<file path="config.mk">
export PLATFORM = sky130hd
export DESIGN_NAME = rtc_edit_ctrl
export DESIGN_NICKNAME = d
export VERILOG_FILES = /design/src/rtl/rtc_edit_ctrl.sv
export SDC_FILE = /design/constraint.sdc
export NUM_CORES = 1
export LEC_CHECK = 0
export CORE_UTILIZATION = 43
export DETAILED_ROUTE_END_ITERATION = 16
export HOLD_SLACK_MARGIN = 0.12
export PLACE_DENSITY = 0.73
export SYNTH_ARGS = -nofsm -noshare
export SYNTH_HDL_FRONTEND = slang
export SYNTH_SLANG_ARGS = --single-unit
</file>
<file path="constraint.sdc">
create_clock -name clk -period 1.3 [get_ports clk]
set_input_delay 0.13 -clock clk [delete_from_list [all_inputs] [get_ports clk]]
set_output_delay 0.13 -clock clk [all_outputs]
set_load 0.02 [all_outputs]
</file>
<file path="src/rtl/rtc_edit_ctrl.sv">
// rtc_edit_ctrl: button-driven editor for the RTC time / date / timer groups.
// Walks the user through the three groups (hora -> fecha -> timer), steers the
// field address and group enables of the decoder, strobes the field counters,
// and commits each group to the RTC writer through a req/ack handshake.
// Optional build macro: EDIT_TIMEOUT_EN adds an inactivity timeout that
// abandons the edit (no commit) and pulses abort.
module rtc_edit_ctrl #(
    parameter logic [31:0] TIMEOUT_CYCLES = 32'd500_000_000,
    parameter int          TO_W           = 32
) (
    input  logic       clk,
    input  logic       reset_n,
    input  logic       btn_mode,
    input  logic       btn_left,
    input  logic       btn_right,
    input  logic       btn_up,
    input  logic       btn_down,
    input  logic       wr_ack,
    output logic [1:0] dir_bin,
    output logic       en_cont_hora,
    output logic       en_cont_fecha,
    output logic       en_cont_timer,
    output logic       inc_pulse,
    output logic       dec_pulse,
    output logic       wr_req,
    output logic [1:0] wr_grp,
    output logic       edit_active,
    output logic       abort
);

    typedef enum logic [1:0] {
        S_IDLE   = 2'd0,
        S_EDIT   = 2'd1,
        S_COMMIT = 2'd2
    } state_t;

    state_t     r_state;
    logic [1:0] r_grp;
    logic [1:0] r_dir;
    logic [2:0] r_en;        // {timer, fecha, hora}
    logic       r_inc;
    logic       r_dec;
    logic       r_wr_req;
    logic [1:0] r_wr_grp;
    logic       r_edit_active;
    logic       r_abort;

    logic       w_timeout;
    logic       w_move;
    logic       w_right;
    logic       w_left;

    // One-hot group enable; group code 3 never enables anything.
    function automatic logic [2:0] f_grp_en(input logic [1:0] g);
        logic [2:0] e;
        e = 3'b000;
        case (g)
            2'd0:    e = 3'b001;
            2'd1:    e = 3'b010;
            2'd2:    e = 3'b100;
            default: e = 3'b000;
        endcase
        return e;
    endfunction

    // Any left/right activity claims the cycle, even when both cancel out.
    assign w_move  = btn_left | btn_right;
    assign w_right = btn_right & ~btn_left;
    assign w_left  = btn_left & ~btn_right;

`ifdef EDIT_TIMEOUT_EN
    localparam logic [TO_W-1:0] TO_LAST = TO_W'(TIMEOUT_CYCLES - 32'd1);

    logic [TO_W-1:0] r_to_cnt;
    logic            w_any_btn;

    assign w_any_btn = btn_mode | btn_left | btn_right | btn_up | btn_down;

    // Inactivity counter: cleared by any press or by re-entering EDIT after a
    // commit; advances only while editing, holds elsewhere.
    always_ff @(posedge clk or negedge reset_n) begin
        if (!reset_n) begin
            r_to_cnt <= '0;
        end else if (w_any_btn || (r_state == S_COMMIT && wr_ack)) begin
            r_to_cnt <= '0;
        end else if (r_state == S_EDIT) begin
            r_to_cnt <= r_to_cnt + 1'b1;
        end
    end

    // A press in the terminal cycle beats the timeout.
    assign w_timeout = (r_state == S_EDIT) && !w_any_btn && (r_to_cnt == TO_LAST);
`else
    assign w_timeout = 1'b0;
`endif

    // Edit sequencer: state, group/field selection and all registered outputs.
    always_ff @(posedge clk or negedge reset_n) begin
        if (!reset_n) begin
            r_state       <= S_IDLE;
            r_grp         <= 2'd0;
            r_dir         <= 2'd0;
            r_en          <= 3'b000;
            r_inc         <= 1'b0;
            r_dec         <= 1'b0;
            r_wr_req      <= 1'b0;
            r_wr_grp      <= 2'd0;
            r_edit_active <= 1'b0;
            r_abort       <= 1'b0;
        end else begin
            r_inc   <= 1'b0;
            r_dec   <= 1'b0;
            r_abort <= 1'b0;
            case (r_state)
                S_IDLE: begin
                    r_en          <= 3'b000;
                    r_wr_req      <= 1'b0;
                    r_edit_active <= 1'b0;
                    r_dir         <= 2'd0;
                    if (btn_mode) begin
                        r_state       <= S_EDIT;
                        r_grp         <= 2'd0;
                        r_en          <= f_grp_en(2'd0);
                        r_edit_active <= 1'b1;
                    end
                end

                S_EDIT: begin
                    if (r_grp == 2'd3) begin
                        // Corrupt group: fall back to a clean idle.
                        r_state       <= S_IDLE;
                        r_grp         <= 2'd0;
                        r_dir         <= 2'd0;
                        r_en          <= 3'b000;
                        r_edit_active <= 1'b0;
                    end else if (btn_mode) begin
                        r_state  <= S_COMMIT;
                        r_wr_req <= 1'b1;
                        r_wr_grp <= r_grp;
                        r_en     <= 3'b000;
                    end else if (w_timeout) begin
                        // Abandon the edit; nothing is committed.
                        r_state       <= S_IDLE;
                        r_grp         <= 2'd0;
                        r_dir         <= 2'd0;
                        r_en          <= 3'b000;
                        r_edit_active <= 1'b0;
                        r_abort       <= 1'b1;
                    end else if (w_move) begin
                        if (w_right) begin
                            r_dir <= (r_dir == 2'd2) ? 2'd0 : r_dir + 2'd1;
                        end else if (w_left) begin
                            r_dir <= (r_dir == 2'd0) ? 2'd2 : r_dir - 2'd1;
                        end
                    end else begin
                        r_inc <= btn_up & ~btn_down;
                        r_dec <= btn_down & ~btn_up;
                    end
                end

                S_COMMIT: begin
                    if (r_grp == 2'd3) begin
                        r_state       <= S_IDLE;
                        r_grp         <= 2'd0;
                        r_dir         <= 2'd0;
                        r_en          <= 3'b000;
                        r_wr_req      <= 1'b0;
                        r_edit_active <= 1'b0;
                    end else if (wr_ack) begin
                        r_wr_req <= 1'b0;
                        r_dir    <= 2'd0;
                        if (r_grp == 2'd2) begin
                            r_state       <= S_IDLE;
                            r_grp         <= 2'd0;
                            r_en          <= 3'b000;
                            r_edit_active <= 1'b0;
                        end else begin
                            r_state <= S_EDIT;
                            r_grp   <= r_grp + 2'd1;
                            r_en    <= f_grp_en(r_grp + 2'd1);
                        end
                    end
                end

                default: begin
                    r_state       <= S_IDLE;
                    r_grp         <= 2'd0;
                    r_dir         <= 2'd0;
                    r_en          <= 3'b000;
                    r_wr_req      <= 1'b0;
                    r_edit_active <= 1'b0;
                end
            endcase
        end
    end

    assign dir_bin       = r_dir;
    assign en_cont_hora  = r_en[0];
    assign en_cont_fecha = r_en[1];
    assign en_cont_timer = r_en[2];
    assign inc_pulse     = r_inc;
    assign dec_pulse     = r_dec;
    assign wr_req        = r_wr_req;
    assign wr_grp        = r_wr_grp;
    assign edit_active   = r_edit_active;
    assign abort         = r_abort;

endmodule

</file>
==> results of run 1 <==
[layout by cell type (no fill, tap or decap), drive strengths merged, types with 2 or more instances in the layout]
cell           netlist  routed
clkbuf               0       4
nor2                 2       2
o22ai                3       3
mux2                 2       2
and2b                2       2
dfrtp               15      15
dlygate4sd2          0      13
buf                  7      23
nand3                3       3
mux2i                2       2
nand4b               2       2
nand2b               2       2
clkdlybuf4s50        0       5
nor3b                5       5
a21oi                4       4
o21ai                4       4
a31oi                2       2
ha                   5       5
nand2                5       5
inv                  8       8
[stage by stage]
stage                     hold WS, ps  cell area [µm²]
after floorplan                  -166              866
after global routing              169             1240
after detailed placement          464             1170
after global placement            461             1170
after CTS                         143             1200
final                             141             1240
[worst reg2reg max path, delay by kind of cell (launching register included)]
kind / cells / cell delay, ps
muxes: 1 / 300
DFF: 1 / 420
and+or+nand+nor: 2 / 430
[per-layer routing]
| metal | up-vias | share of wire (%) | global-route usage, % |
|---|---|---|---|
| li1 | 377 | - | - |
| met1 | 354 | 46 | 24.8 |
| met2 | 18 | 48 | 33.1 |
| met3 | 5 | 3.6 | 2.31 |
| met4 | 0 | 2.2 | 10.3 |
| met5 | - | 0 | 0 |
[cells by family (layout without fill, tap and decap cells)]
logic type | after synthesis | after routing | synth area share [%]
fa+ha+maj | 5 | 5 | 7.23
mux | 4 | 4 | 4.91
buf+inv | 15 | 53 | 9.54
flops | 15 | 15 | 43.4
compound gates | 20 | 20 | 15.3
xor+xnor | 1 | 1 | 1.01
other cells | 1 | 1 | 0.433
simple gates | 25 | 25 | 18.2
[flip-flops by register name, summed over array words and instances (netlist names)]
name         count
inc_pulse        1
wr_grp           2
r_grp            2
dir_bin          2
wr_req           1
edit_active      1
r_state          2
dec_pulse        1
r_en             3
[where the power goes]
group / total, µW / internal (µW) / leakage [µW] / switching, µW
registers: 714 / 603 / 0.000200 / 111
clock network: 271 / 120 / 0.0000150 / 152
logic: 1090 / 571 / 0.000404 / 519
total: 2080 / 1290 / 0.000619 / 783
[worst max-delay path by stage]
stage | startpoint | endpoint | slack [ps] | cells past startpoint
after floorplan | r_state[0] | wr_grp[0] | 50 | 4
after global placement | btn_right | dir_bin[1] | -410 | 6
after detailed placement | btn_right | dir_bin[0] | -460 | 6
after CTS | r_state[1] | wr_grp[1] | 3 | 3
after global routing | r_state[1] | inc_pulse | -10 | 4
final | r_state[1] | wr_grp[0] | 30 | 3
[area by class of cell]
class                      count  area [µm²]
tap                           25        31.3
clock buffer                   4        26.3
fill                         154         566
multi-input combinational     56         435
sequential                    15         377
timing repair buffer          41         337
inverter                       8        30.0
[repair_timing]
action / CTS / global route
resized for setup: 15 / 6
setup endpoints to repair: 13 / 4
pin swaps: 3 / 2
setup buffers: 2 / 2
==> results.ini, run 1 <==
[setup_path]
crit_chain=and2b_4 -> nand3_1 -> mux2_2
critical_path_required_ps=1480
crit_arrival_ps=1450
cp_max_fo=5
rrSetupSlack_ps=30
critPathMaxStageDelay_ps=420
timing.rr.end=wr_grp[0]
crit_buf_inv=0
reg2reg_depth=3
cp_top_family=simple AND/OR/NAND/NOR gates
worst_path_max_delay_cell=dfrtp_1
critPathKind=register to register
cp-end-kind=register
cp-start-kind=register
rr_startpoint=r_state[1]

[detailed_routing]
drt_iter0_drc=12
vias=754
detail-route-antenna-nets=0
routedWlPerCell_um=12.6
drt-pass1-iter-count=4
wl_mm=1.87
drc_errors=0
viasPerCell=5.06

[yosys]
syn_area_per_cell_um2=10.1
synthTopCellsByCount=15 x dfrtp_1, 8 x inv_1, 5 x ha_1, 5 x nand2_1, 5 x nor3b_1
synth_edf_count=0
synth.most_common_cell=dfrtp_1
netlist_instances=86
synth_area_um2=866
synth-async-reset-ratio_pct=100
synth-seq-cells=15
synth_top_area_share_pct=43.4
ys_seq_area_share_pct=43.4
synth-warning-count=0
yosysTopAreaCell=dfrtp_1
synth_ff_type=dfrtp_1
synth_area_leaders=dfrtp_1 43%, ha_1 7.2%, nor3b_1 4.3%
synth.distinct_cells=33
syn_nets=99

[timing]
fin_skew_ps=6.28
rsz0062_at_grt=true
fin_crit_sh_pct=97.7
finalHoldViolCount=0
setup_slack_ps=30.1
setup_viol=0
fmax_ghz=0.787
min_period_ps=1270
drv_slew=0
tns_ps=0

[pwr]
vdd_ir_drop_max_mv=0.905
cellLeakagePower_uw=0.000619
power_uw=2080
pwr_density_cell_nw_per_um2=1680

[grt]
grt_pass1_wl_mm=2.95
antenna_found_initial=0
grt_pass1_vias=691
grt_util_all_layers_pct=19.6
grt_max_degree=16
grt-ovfl-total=0

[die]
die_area_um2=2200
start_util_pct=48.1
die_h_um=46.9
io_pins=20
rows=15
dieWidth_um=46.9
core_area_um2=1800

[layout]
syn_to_final_growth_pct=42.8
drive_gt1_share_pct=29.8
diodes=0
stdcell_count=149
num-nets-final=138
utilization_pct=68.6

[clock_network]
cts_buffer_depth=2
path_clk_slew_ps=90
cts.sinks=15
cts_max_level=1
cts_buffers=3
clockRootBuffer=clkbuf_4
holdBufCountCts=0
cts_tree=done
clock_latency_ps=290

[placed_design]
dp_cells=141
routabilityCongestion=0.872
pre_cts_ws_ps=-458
dp_hpwl_mm=1.43
numPortBuffers=18

[job]
maxCapViolations=0

[run_status]
status=completed

[hold_path]
hold_path_class=primary input to asynchronous set/reset pin

Note: power is estimated with default switching activity, not from simulation.
==> inputs of run 2 (changes only) <==
ABC_AREA = 1   (was not set)
CORE_UTILIZATION = 42   (was 43)
PLACE_DENSITY = 0.72   (was 0.73)
==> results.ini, run 2 <==
[run_status]
status=completed  ; unchanged

[layout]
syn_to_final_growth_pct=29.7  ; was 42.8%
largest_register_ffs=3  ; unchanged
fill_cells=181  ; was 154
drive_gt1_share_pct=12.5  ; was 29.8%
diodes=0  ; unchanged
top_register=r_en  ; unchanged
seq_area_um2=375  ; was 377 µm²
layout_common_cells=33 x nand2_1, 16 x inv_1, 15 x dfrtp_1, 11 x dlygate4sd2_1, 9 x nor2_1  ; was 23 x buf_4, 14 x dfrtp_1, 13 x dlygate4sd2_1, 8 x inv_1
multi_input_area_um2=363  ; was 435 µm²
num-nets-final=142  ; was 138
final_common_cell=nand2_1  ; was buf_4

[setup_path]
cp-start-kind=register  ; unchanged
critPathKind=register to register  ; unchanged
crit_arrival_ps=1350  ; was 1450 ps
critical_path_required_ps=1470  ; was 1480 ps
crit_start=r_grp[0]  ; was r_state[1]
cp-end-kind=register  ; unchanged
rr_startpoint=r_grp[0]  ; was r_state[1]
cp_max_fo=6  ; was 5
reg2reg_depth=6  ; was 3

[clock_network]
clockRootBuffer=clkbuf_4  ; unchanged
cts.sinks=15  ; unchanged
cts_max_level=1  ; unchanged
clock_latency_ps=280  ; was 290 ps
cts_setup_buffers=0  ; was 2
path_clk_slew_ps=90  ; about the same
holdBufCountCts=0  ; unchanged
cts_buffer_depth=2  ; unchanged
ctsResizeCount=11  ; was 15
cts_buffers=3  ; unchanged
cts_tree=done  ; unchanged

[timing]
fin_crit_sh_pct=90.6  ; was 97.7%
fin_skew_ps=3.44  ; was 6.28 ps
fmax_ghz=0.849  ; was 0.787 GHz
min_period_ps=1180  ; was 1270 ps
setup_viol=0  ; unchanged
finalHoldViolCount=0  ; unchanged
rsz0062_at_grt=false  ; was true
hold_ws_ps=147  ; was 141 ps
tns_ps=0  ; unchanged
drv_slew=0  ; unchanged

[pwr]
cellLeakagePower_uw=0.000606  ; was 0.000619 µW
power_frac_seq_pct=39.0  ; was 34.4%
p_sw_share_pct=43.5  ; was 37.7%
combPwrFrac_pct=46.6  ; was 52.5%
pwr_density_cell_nw_per_um2=1740  ; was 1680 nW/µm²
vdd_ir_drop_max_mv=1.08  ; was 0.905 mV
p_int_uw=1030  ; was 1290 µW
pwr-share-clk_pct=14.4  ; was 13.1%
switchingPower_uw=793  ; was 783 µW

[grt]
antenna_found_initial=0  ; unchanged
grt-ovfl-total=0  ; unchanged
grt_pass1_wl_mm=2.62  ; was 2.95 mm
grt_util_all_layers_pct=17.4  ; was 19.6%
grt_pass1_vias=643  ; was 691
grt_max_degree=16  ; unchanged

[die]
start_util_pct=45.9  ; was 48.1%
core_area_um2=1760  ; was 1800 µm²
dieWidth_um=45.9  ; was 46.9 µm
die_area_um2=2110  ; was 2200 µm²
die_h_um=45.9  ; was 46.9 µm
rows=15  ; unchanged
io_pins=20  ; unchanged

[yosys]
synth-seq-cells=15  ; unchanged
synth_area_um2=810  ; was 866 µm²
synth_area_leaders=dfrtp_1 46%, nand2_1 15%, ha_1 7.7%  ; was dfrtp_1 43%, ha_1 7.2%, nor3b_1 4.3%
synth_edf_count=0  ; unchanged
synth-warning-count=0  ; unchanged
synth_top_area_share_pct=46.4  ; was 43.4%
syn_area_per_cell_um2=7.78  ; was 10.1 µm²
ys_seq_area_share_pct=46.4  ; was 43.4%
synth_ff_type=dfrtp_1  ; unchanged
synth-async-reset-ratio_pct=100  ; unchanged
netlist_instances=104  ; was 86
synth.most_common_cell=nand2_1  ; was dfrtp_1
syn_nets=117  ; was 99
synth.distinct_cells=19  ; was 33
synthTopCellsByCount=33 x nand2_1, 16 x inv_1, 15 x dfrtp_1, 9 x nor2_1, 7 x nand3_1  ; was 15 x dfrtp_1, 8 x inv_1, 5 x ha_1, 5 x nand2_1, 5 x nor3b_1
yosysTopAreaCell=dfrtp_1  ; unchanged

[job]
maxCapViolations=0  ; unchanged

[hold_path]
hold_path_class=primary input to asynchronous set/reset pin  ; unchanged

[detailed_routing]
vias=701  ; was 754
wl_mm=1.55  ; was 1.87 mm
drt_iter0_drc=26  ; was 12
drt-pass1-iter-count=4  ; unchanged
drc_errors=0  ; unchanged
routedWlPerCell_um=10.1  ; was 12.6 µm
detail-route-antenna-nets=0  ; unchanged
viasPerCell=4.58  ; was 5.06

[placed_design]
routabilityCongestion=0.808  ; was 0.872
numPortBuffers=18  ; unchanged
dp_hpwl_mm=1.20  ; was 1.43 mm

[run 2: final timing paths]
path                       slack [ps]         end
min in group clk                  430   inc_pulse
min reg2reg                       480     r_en[1]
max                               120     r_en[1]
max in group asynchronous         980   inc_pulse
max reg2reg                       120     r_en[1]
min                               150  dir_bin[0]
[run 2: logic make-up (layout without fill, tap and decap cells)]
family / after synthesis / count (layout) / synth area share [%]
flops: 15 / 15 / 46.4
fa+ha+maj: 5 / 5 / 7.73
other cells: 1 / 1 / 0.463
simple gates: 59 / 59 / 32.9
compound gates: 6 / 6 / 3.71
buf+inv: 18 / 42 / 8.81
[run 2: stage by stage]
step / setup WS (ps) / cell area, µm² / util [%] / std cells / total power, µW
final: 123 / 1050 / 59.5 / 153 / 1820
after global routing: 29.8 / 1050 / 59.5 / 153 / 1980
after CTS: 121 / 1050 / 59.5 / 153 / 1850
after detailed placement: -135 / 1040 / 58.7 / 149 / 1650
after global placement: -71.2 / 1040 / 58.7 / 149 / 1620
after floorplan: 122 / 810 / - / 104 / 1310
[run 2: layer usage]
| layer | wire (µm) | up-vias | GRT usage (%) |
|---|---|---|---|
| li1 | - | 364 | - |
| met1 | 700 | 312 | 22.3 |
| met2 | 734 | 23 | 28.2 |
| met3 | 99 | 2 | 3.57 |
| met4 | 12 | 0 | 7.06 |
| met5 | 0 | - | 0 |
[run 2: final cells by class]
| cell class | count | share of cell area (%) |
|---|---|---|
| Clock buffer | 3 | 2.15 |
| Clock inverter | 1 | 0.477 |
| Sequential cell | 15 | 35.8 |
| Multi-Input combinational cell | 71 | 34.6 |
| Timing Repair Buffer | 21 | 18.0 |
| Tap cell | 25 | 2.98 |
| Inverter | 17 | 6.08 |
[run 2: power groups by stage]
stage	clock (µW)	combinational (µW)	sequential, µW
floorplan	0	479	828
global placement	0	902	722
detailed placement	0	921	728
CTS	273	858	716
global route	289	958	730
finish	263	850	712
[run 2: worst max-delay path, cell delays in order, from the launching register on]
cell	delay (ps)
dfrtp_1	430
nand2_2	120
inv_1	80
nor2_4	120
nand2_2	120
nand3_1	140
nand2_1	60
